## config.mk

```make
export PLATFORM = sky130hd
export DESIGN_NAME = d_stage_ctrl_flat
export DESIGN_NICKNAME = d
export VERILOG_FILES = /design/src/rtl/d_stage_ctrl_pkg.sv /design/src/rtl/d_stage_ctrl_if.sv /design/src/rtl/d_stage_decode.sv /design/src/rtl/d_stage_ctrl.sv /design/src/flat_wrapper.sv
export SDC_FILE = /design/constraint.sdc
export NUM_CORES = 1
export LEC_CHECK = 0
export CAP_MARGIN = 20
export CORE_MARGIN = 3
export CORE_UTILIZATION = 40
export DETAILED_ROUTE_END_ITERATION = 10
export GPL_TIMING_DRIVEN = 0
export PLACE_DENSITY = 0.72
export SLEW_MARGIN = 30
export SYNTH_ARGS = -nofsm -noshare
export SYNTH_HDL_FRONTEND = slang
export SYNTH_HIERARCHICAL = 1
export SYNTH_SLANG_ARGS = --single-unit
export TNS_END_PERCENT = 100
```

## constraint.sdc

```tcl
create_clock -name clk -period 9.7 [get_ports clk]
set_input_delay 1.94 -clock clk [delete_from_list [all_inputs] [get_ports clk]]
set_output_delay 1.94 -clock clk [all_outputs]
set_load 0.02 [all_outputs]
```

## src/rtl/d_stage_ctrl_pkg.sv

```systemverilog
// Shared decode-stage definitions: immediate-select codes, RV32I opcodes, FSM states.
// No logic; constants only.
// Imm-select codes match the immediate generator's encoding.
package d_stage_ctrl_pkg;

  // Immediate generator select codes (shared encoding with the imm generator)
  typedef enum logic [2:0] {
    IMM_S      = 3'd0,
    IMM_B      = 3'd1,
    IMM_U      = 3'd2,
    IMM_J      = 3'd3,
    IMM_I      = 3'd4,
    IMM_I_STAR = 3'd5
  } imm_sel_e;

  // RV32I major opcodes
  localparam logic [6:0] OPC_LOAD   = 7'b0000011;
  localparam logic [6:0] OPC_STORE  = 7'b0100011;
  localparam logic [6:0] OPC_BRANCH = 7'b1100011;
  localparam logic [6:0] OPC_JALR   = 7'b1100111;
  localparam logic [6:0] OPC_JAL    = 7'b1101111;
  localparam logic [6:0] OPC_OP_IMM = 7'b0010011;
  localparam logic [6:0] OPC_OP     = 7'b0110011;
  localparam logic [6:0] OPC_LUI    = 7'b0110111;
  localparam logic [6:0] OPC_AUIPC  = 7'b0010111;
  localparam logic [6:0] OPC_SYSTEM = 7'b1110011;

  // addi x0,x0,0
  localparam logic [31:0] NOP_INST_DEFAULT = 32'h0000_0013;

  typedef enum logic [1:0] {
    ST_EMPTY = 2'd0,
    ST_FULL  = 2'd1,
    ST_STALL = 2'd2
  } state_e;

  function automatic logic [4:0] rd_of(input logic [31:0] inst);
    return inst[11:7];
  endfunction

  function automatic logic [4:0] rs1_of(input logic [31:0] inst);
    return inst[19:15];
  endfunction

  function automatic logic [4:0] rs2_of(input logic [31:0] inst);
    return inst[24:20];
  endfunction

endpackage

```

## src/rtl/d_stage_ctrl_if.sv

```systemverilog
// Fetch->decode->execute handshake bundle for the decode stage.
// Latency: none (wires only).
// Backpressure: f_ready from decode, x_ready from execute.
// Ports: f_valid/f_inst/f_pc/f_ready (fetch side), x_* (issue side), flush (redirect).
interface d_stage_ctrl_if;
  logic        f_valid;
  logic [31:0] f_inst;
  logic [31:0] f_pc;
  logic        f_ready;
  logic        x_valid;
  logic        x_ready;
  logic [31:0] x_inst;
  logic [31:0] x_pc;
  logic [2:0]  x_imm_sel;
  logic        x_rs1_used;
  logic        x_rs2_used;
  logic        x_illegal;
  logic        flush;

  // Decode stage side
  modport slave (
    input  f_valid, f_inst, f_pc, x_ready, flush,
    output f_ready, x_valid, x_inst, x_pc, x_imm_sel, x_rs1_used, x_rs2_used, x_illegal
  );

  // Surrounding pipeline side (fetch + execute)
  modport master (
    output f_valid, f_inst, f_pc, x_ready, flush,
    input  f_ready, x_valid, x_inst, x_pc, x_imm_sel, x_rs1_used, x_rs2_used, x_illegal
  );
endinterface

```

## src/rtl/d_stage_decode.sv

```systemverilog
// Instruction field decode: opcode/funct3 -> imm_sel, rs1_used, rs2_used, illegal.
// Latency: combinational.
// Backpressure: none.
// Ports: opcode[6:0], funct3[2:0] in; imm_sel, rs1_used, rs2_used, illegal out.
module d_stage_decode
  import d_stage_ctrl_pkg::*;
(
  input  logic [6:0] opcode,
  input  logic [2:0] funct3,
  output imm_sel_e   imm_sel,
  output logic       rs1_used,
  output logic       rs2_used,
  output logic       illegal
);

  always_comb begin
    imm_sel  = IMM_I;
    rs1_used = 1'b0;
    rs2_used = 1'b0;
    illegal  = 1'b0;
    case (opcode)
      OPC_OP_IMM: begin
        rs1_used = 1'b1;
        // shift-immediates carry shamt/funct7 in the upper immediate bits
        if (funct3 == 3'b001 || funct3 == 3'b101) imm_sel = IMM_I_STAR;
      end
      OPC_LOAD, OPC_JALR: rs1_used = 1'b1;
      // CSRRW/CSRRS/CSRRC read rs1; the *I forms and ECALL/EBREAK do not
      OPC_SYSTEM: rs1_used = !funct3[2] && (funct3 != 3'b000);
      OPC_STORE: begin
        imm_sel  = IMM_S;
        rs1_used = 1'b1;
        rs2_used = 1'b1;
      end
      OPC_BRANCH: begin
        imm_sel  = IMM_B;
        rs1_used = 1'b1;
        rs2_used = 1'b1;
      end
      OPC_LUI, OPC_AUIPC: imm_sel = IMM_U;
      OPC_JAL: imm_sel = IMM_J;
      OPC_OP: begin
        rs1_used = 1'b1;
        rs2_used = 1'b1;
      end
      default: illegal = 1'b1;
    endcase
  end

endmodule

```

## src/rtl/d_stage_ctrl.sv

```systemverilog
// Decode-stage sequencer: one-entry decode register, load-use bubble insertion, flush kill.
// Latency: 1 cycle fetch->issue; x_* are combinational from the decode register.
// Backpressure: f_ready follows issue (combinational on x_ready); x_valid never depends on x_ready.
// Ports: clk, rst_n (async, active low); dif (slave) carries fetch, issue and flush signals.
module d_stage_ctrl
  import d_stage_ctrl_pkg::*;
#(
  parameter int unsigned  LOAD_USE_BUBBLES = 1,
  parameter logic [31:0]  NOP_INST         = NOP_INST_DEFAULT
) (
  input  logic           clk,
  input  logic           rst_n,
  d_stage_ctrl_if.slave  dif
);

  localparam logic [1:0] BUBBLES = 2'(LOAD_USE_BUBBLES);

  state_e      state_q, state_d;
  logic [31:0] inst_q, inst_d;
  logic [31:0] pc_q, pc_d;
  logic        mk_vld_q, mk_vld_d;
  logic [4:0]  mk_rd_q, mk_rd_d;
  logic [1:0]  cnt_q, cnt_d;

  logic [31:0] cur_inst;
  imm_sel_e    imm_sel;
  logic        rs1_used, rs2_used, illegal;
  logic        hazard;
  logic        x_valid, f_ready;

  assign cur_inst = (state_q == ST_EMPTY) ? NOP_INST : inst_q;

  d_stage_decode u_decode (
    .opcode   (cur_inst[6:0]),
    .funct3   (cur_inst[14:12]),
    .imm_sel  (imm_sel),
    .rs1_used (rs1_used),
    .rs2_used (rs2_used),
    .illegal  (illegal)
  );

  assign hazard = mk_vld_q && (mk_rd_q != 5'd0) &&
                  ((rs1_used && rs1_of(cur_inst) == mk_rd_q) ||
                   (rs2_used && rs2_of(cur_inst) == mk_rd_q));

  always_comb begin
    state_d  = state_q;
    inst_d   = inst_q;
    pc_d     = pc_q;
    mk_vld_d = mk_vld_q;
    mk_rd_d  = mk_rd_q;
    cnt_d    = cnt_q;
    x_valid  = 1'b0;
    f_ready  = 1'b0;

    if (dif.flush) begin
      state_d  = ST_EMPTY;
      mk_vld_d = 1'b0;
      cnt_d    = 2'd0;
    end else begin
      case (state_q)
        ST_EMPTY: begin
          f_ready = 1'b1;
          if (dif.f_valid) state_d = ST_FULL;
        end
        ST_FULL: begin
          x_valid = !hazard;
          if (!hazard) begin
            if (dif.x_ready) begin
              f_ready  = 1'b1;
              // marker tracks only the instruction issued last
              mk_vld_d = (inst_q[6:0] == OPC_LOAD);
              mk_rd_d  = rd_of(inst_q);
              state_d  = dif.f_valid ? ST_FULL : ST_EMPTY;
            end
          end else if (dif.x_ready) begin
            // the hazard-detect cycle is itself the first bubble seen by execute
            if (BUBBLES == 2'd1) begin
              mk_vld_d = 1'b0;
            end else begin
              state_d = ST_STALL;
              cnt_d   = BUBBLES - 2'd1;
            end
          end else begin
            state_d = ST_STALL;
            cnt_d   = BUBBLES;
          end
        end
        ST_STALL: begin
          // bubbles only count when execute could have consumed an instruction
          if (dif.x_ready) begin
            cnt_d = cnt_q - 2'd1;
            if (cnt_q == 2'd1) begin
              mk_vld_d = 1'b0;
              state_d  = ST_FULL;
            end
          end
        end
        default: state_d = ST_EMPTY;
      endcase
    end

    if (f_ready && dif.f_valid) begin
      inst_d = dif.f_inst;
      pc_d   = dif.f_pc;
    end
  end

  always_ff @(posedge clk or negedge rst_n) begin
    if (!rst_n) begin
      state_q  <= ST_EMPTY;
      inst_q   <= NOP_INST;
      pc_q     <= 32'd0;
      mk_vld_q <= 1'b0;
      mk_rd_q  <= 5'd0;
      cnt_q    <= 2'd0;
    end else begin
      state_q  <= state_d;
      inst_q   <= inst_d;
      pc_q     <= pc_d;
      mk_vld_q <= mk_vld_d;
      mk_rd_q  <= mk_rd_d;
      cnt_q    <= cnt_d;
    end
  end

  assign dif.f_ready    = f_ready;
  assign dif.x_valid    = x_valid;
  assign dif.x_inst     = cur_inst;
  assign dif.x_pc       = pc_q;
  assign dif.x_imm_sel  = imm_sel;
  assign dif.x_rs1_used = rs1_used;
  assign dif.x_rs2_used = rs2_used;
  assign dif.x_illegal  = illegal;

endmodule
```

## src/flat_wrapper.sv

```systemverilog
// flat-port wrapper written by rule: the top's interface ports become plain ports
module d_stage_ctrl_flat import d_stage_ctrl_pkg::*;
#(
  parameter int unsigned  LOAD_USE_BUBBLES = 1,
  parameter logic [31:0]  NOP_INST         = NOP_INST_DEFAULT
)
  (clk, rst_n, dif_f_valid, dif_f_inst, dif_f_pc, dif_x_ready, dif_flush, dif_f_ready, dif_x_valid, dif_x_inst, dif_x_pc, dif_x_imm_sel, dif_x_rs1_used, dif_x_rs2_used, dif_x_illegal);
  d_stage_ctrl_if dif_i ();
  input  logic clk;
  input  logic rst_n;
  input wire logic [$bits(dif_i.f_valid)-1:0] dif_f_valid;
  input wire logic [$bits(dif_i.f_inst)-1:0] dif_f_inst;
  input wire logic [$bits(dif_i.f_pc)-1:0] dif_f_pc;
  input wire logic [$bits(dif_i.x_ready)-1:0] dif_x_ready;
  input wire logic [$bits(dif_i.flush)-1:0] dif_flush;
  output wire logic [$bits(dif_i.f_ready)-1:0] dif_f_ready;
  output wire logic [$bits(dif_i.x_valid)-1:0] dif_x_valid;
  output wire logic [$bits(dif_i.x_inst)-1:0] dif_x_inst;
  output wire logic [$bits(dif_i.x_pc)-1:0] dif_x_pc;
  output wire logic [$bits(dif_i.x_imm_sel)-1:0] dif_x_imm_sel;
  output wire logic [$bits(dif_i.x_rs1_used)-1:0] dif_x_rs1_used;
  output wire logic [$bits(dif_i.x_rs2_used)-1:0] dif_x_rs2_used;
  output wire logic [$bits(dif_i.x_illegal)-1:0] dif_x_illegal;
  assign dif_i.f_valid = dif_f_valid;
  assign dif_i.f_inst = dif_f_inst;
  assign dif_i.f_pc = dif_f_pc;
  assign dif_i.x_ready = dif_x_ready;
  assign dif_i.flush = dif_flush;
  assign dif_f_ready = dif_i.f_ready;
  assign dif_x_valid = dif_i.x_valid;
  assign dif_x_inst = dif_i.x_inst;
  assign dif_x_pc = dif_i.x_pc;
  assign dif_x_imm_sel = dif_i.x_imm_sel;
  assign dif_x_rs1_used = dif_i.x_rs1_used;
  assign dif_x_rs2_used = dif_i.x_rs2_used;
  assign dif_x_illegal = dif_i.x_illegal;
  d_stage_ctrl #(.LOAD_USE_BUBBLES(LOAD_USE_BUBBLES), .NOP_INST(NOP_INST)) u_core (.clk(clk), .rst_n(rst_n), .dif(dif_i));
endmodule
```

==> impl_metrics.yaml <==
final_layout:
  area_delta_synth_final_pct: 46.3
  nNetsFinal: 520
  multiInputGateArea_sq_um: 1820
  drive_above_1_share: 0.231
  fillers: 783
  diodes: 0
  register_area_sq_um: 1860
synth:
  synth_top_area_share: 0.458
  synthArstFlopShare: 1.00
  ys_seq_elements: 74
  synth_cell_types: 57
  yosys-top-cells-count: "dfrtp_1, mux2_4, and2_1, nor2_1, nand2_1"
  netlist_area_sq_um: 3880
  yosysMostFrequentCell: "dfrtp_1"
  yosys.area.top_type: "dfrtp_1"
  synthTopCellsByArea: "dfrtp_1, mux2_4, and2_1, buf_12, dfstp_2"
  synthCells: 298
  synth-edff-count: 0
  syn_avg_cell_area_sq_um: 13.0
  syn-num-nets: 368
  synth_top_flop_cell: "dfrtp_1"
  yosysWarnings: 6
  yosysSeqAreaShare: 0.478
grt:
  grt_pass1_wl_microns: 15600
  overflow: 0
  grt_antenna_before_repair: 0
  grt_pass1_vias: 2966
  grt.total_usage: 0.178
  grt_max_degree: 41
floorplanning:
  core_region_area_sq_um: 9330
  io_pins: 141
  start_util: 0.416
  die_width_microns: 105
  die_height_microns: 105
  row_count: 35
  fp.dieArea_sq_um: 10900
clock_tree:
  h-tree-depth: 3
  root_buffer: "clkbuf_8"
  clock-sinks: 74
  hold_buffers: 0
  post_cts.repair.setup_buffers: 0
  clockBufferDepth: 2
  numCtsBuffers: 9
  cts_tree: "yes"
  clk_latency_ns: 0.34
  postCtsResizedCells: 0
  clk_pin_slew_ns: 0.08
drt:
  routed_via_density: 4.86
  wl_microns: 9440
  drc: 0
  drt-initial-drc-count: 191
  num_vias: 2838
  ant_nets: 0
  wl_per_cell_microns: 16.2
  drt-pass1-iter-count: 4
power_and_ir_drop:
  ir_drop_mv: 0.0878
  power.total_uw: 1040
  leakage_uw: 0.00240
  powerDensity_nw_per_um2: 183
sta:
  worst_pin_slew_ns: 0.736
  slew_violations: 0
  period_needed_ns: 6.06
  rsz0062_at_grt: "false"
  relSlewSlack: 0.508
  setup_viol: 0
  skew_ns: 0.00442
  max_freq_mhz: 165
  finalSetupTns_ns: 0
  fin_hold_ws_ns: 0.511
  final-hold-violation-count: 0
  min_period_over_period: 0.625
min_path:
  holdPathStages: 1
  min_path_type: "flop to flop"
setup_path:
  path_class: "flop to primary output"
  reg2regPathDepth: 14
  crit_required_ns: 7.76
  endpoint_kind: "primary output"
  crit_fanout: 10
  critical_path_arrival_ns: 4.12
  crit_path_start_kind: "flop"
place:
  gp_congestion: 0.831
  dp.final_hpwl_microns: 6990
  port_buffers: 140
outcome:
  outcome: "finished, final reports clean"
job:
  cap_viol_max_count: 0
==> state kept, by name, indices dropped and copies added (netlist names) <==
register         count
u_core/state_q       2
u_core/cnt_q         2
u_core/mk_vld_q      1
u_core/mk_rd_q       5
u_core/dif.x_pc     32
u_core/inst_q       32
==> path summary, 6_finish.rpt <==
path	from	endpoint	slack [ns]
worst min-delay path	u_core/inst_q[27]	u_core/inst_q[27]	0.51
worst min register to register	u_core/inst_q[27]	u_core/inst_q[27]	0.51
min in group asynchronous	rst_n	u_core/inst_q[27]	1.55
worst max register to register	u_core/state_q[1]	u_core/inst_q[11]	5.67
worst max-delay path	u_core/state_q[1]	dif_x_valid	3.64
max in group asynchronous	rst_n	u_core/inst_q[1]	7.52
==> through the flow <==
stage	util	instance area (sq um)	setup WS [ns]	cells
2_1_floorplan	-	3880	4.43	298
3_3_place_gp	0.584	5440	3.99	567
3_5_place_dp	0.586	5460	3.98	568
4_1_cts	0.609	5680	3.62	584
5_1_grt	0.609	5680	3.40	584
6_report	0.609	5680	3.64	584
==> report_power, final <==
group	switching (uW)	internal [uW]
sequential	50.0	369
clock	118	144
combinational	151	209
==> per-layer routing <==
layer	part of all wire	vias up	global-route usage
met5	0	-	0
met4	0.0059	0	0.0456
met3	0.075	5	0.0627
met2	0.48	113	0.290
met1	0.44	1362	0.226
li1	-	1358	-
==> worst max-delay path: stages, from the launching register on <==
cell             delay, ns
dfrtp_1               0.47
or2_1                 0.28
buf_6                 0.15
clkbuf_1              0.24
and2_1                0.26
buf_2                 0.17
nand2b_1              0.17
a2111oi_1             0.60
o221ai_2              0.22
nor4_2                0.29
o21ai_2               0.17
nand2_1               0.14
nor3_1                0.07
clkdlybuf4s50_1       0.55
==> cells by family (layout without fill, tap and decap cells) <==
family                     Yosys count  after routing  synth area share
xor gates and xnor gates             2              2           0.00451
DFF                                 74             74             0.478
muxes                               71             71             0.264
adders and majority gates            1              1           0.00322
AOI/OAI and AO/OA                   35             35            0.0661
buffers and inverters               24            181            0.0525
and+or+nand+nor                     91             91             0.132
==> final cells by class <==
cell class                 count  share of cell area
buffer                        15              0.0300
clock buffer                   9              0.0218
clock inverter                 7              0.0165
inverter                       9             0.00595
multi-input combinational    200               0.321
sequential                    74               0.327
tap                          129              0.0284
timing repair buffer         141               0.250
==> placed cells by master (no fill, tap or decap), types with 2 or more instances in the layout <==
cell type,count
inv_1,8
clkinvlp_4,2
a21oi_1,8
dfrtp_1,71
dfstp_2,3
a21o_1,2
clkdlybuf4s50_1,139
nor3_1,7
nand2b_1,4
nor4_1,2
mux2_4,60
and2_1,27
nor2_1,15
clkbuf_8,9
clkinv_2,2
mux2_1,4
nor3b_1,2
xnor2_1,2
and3_1,2
nor2b_1,2
a32oi_1,2
o21ai_0,4
bufinv_16,2
mux2_2,6
buf_6,2
a211oi_1,2
nand2_1,13
buf_2,2
buf_12,6
o22ai_1,3
nand3_1,4
nand4_1,3
clkbuf_1,4
Note: power is estimated with default switching activity, not from simulation.
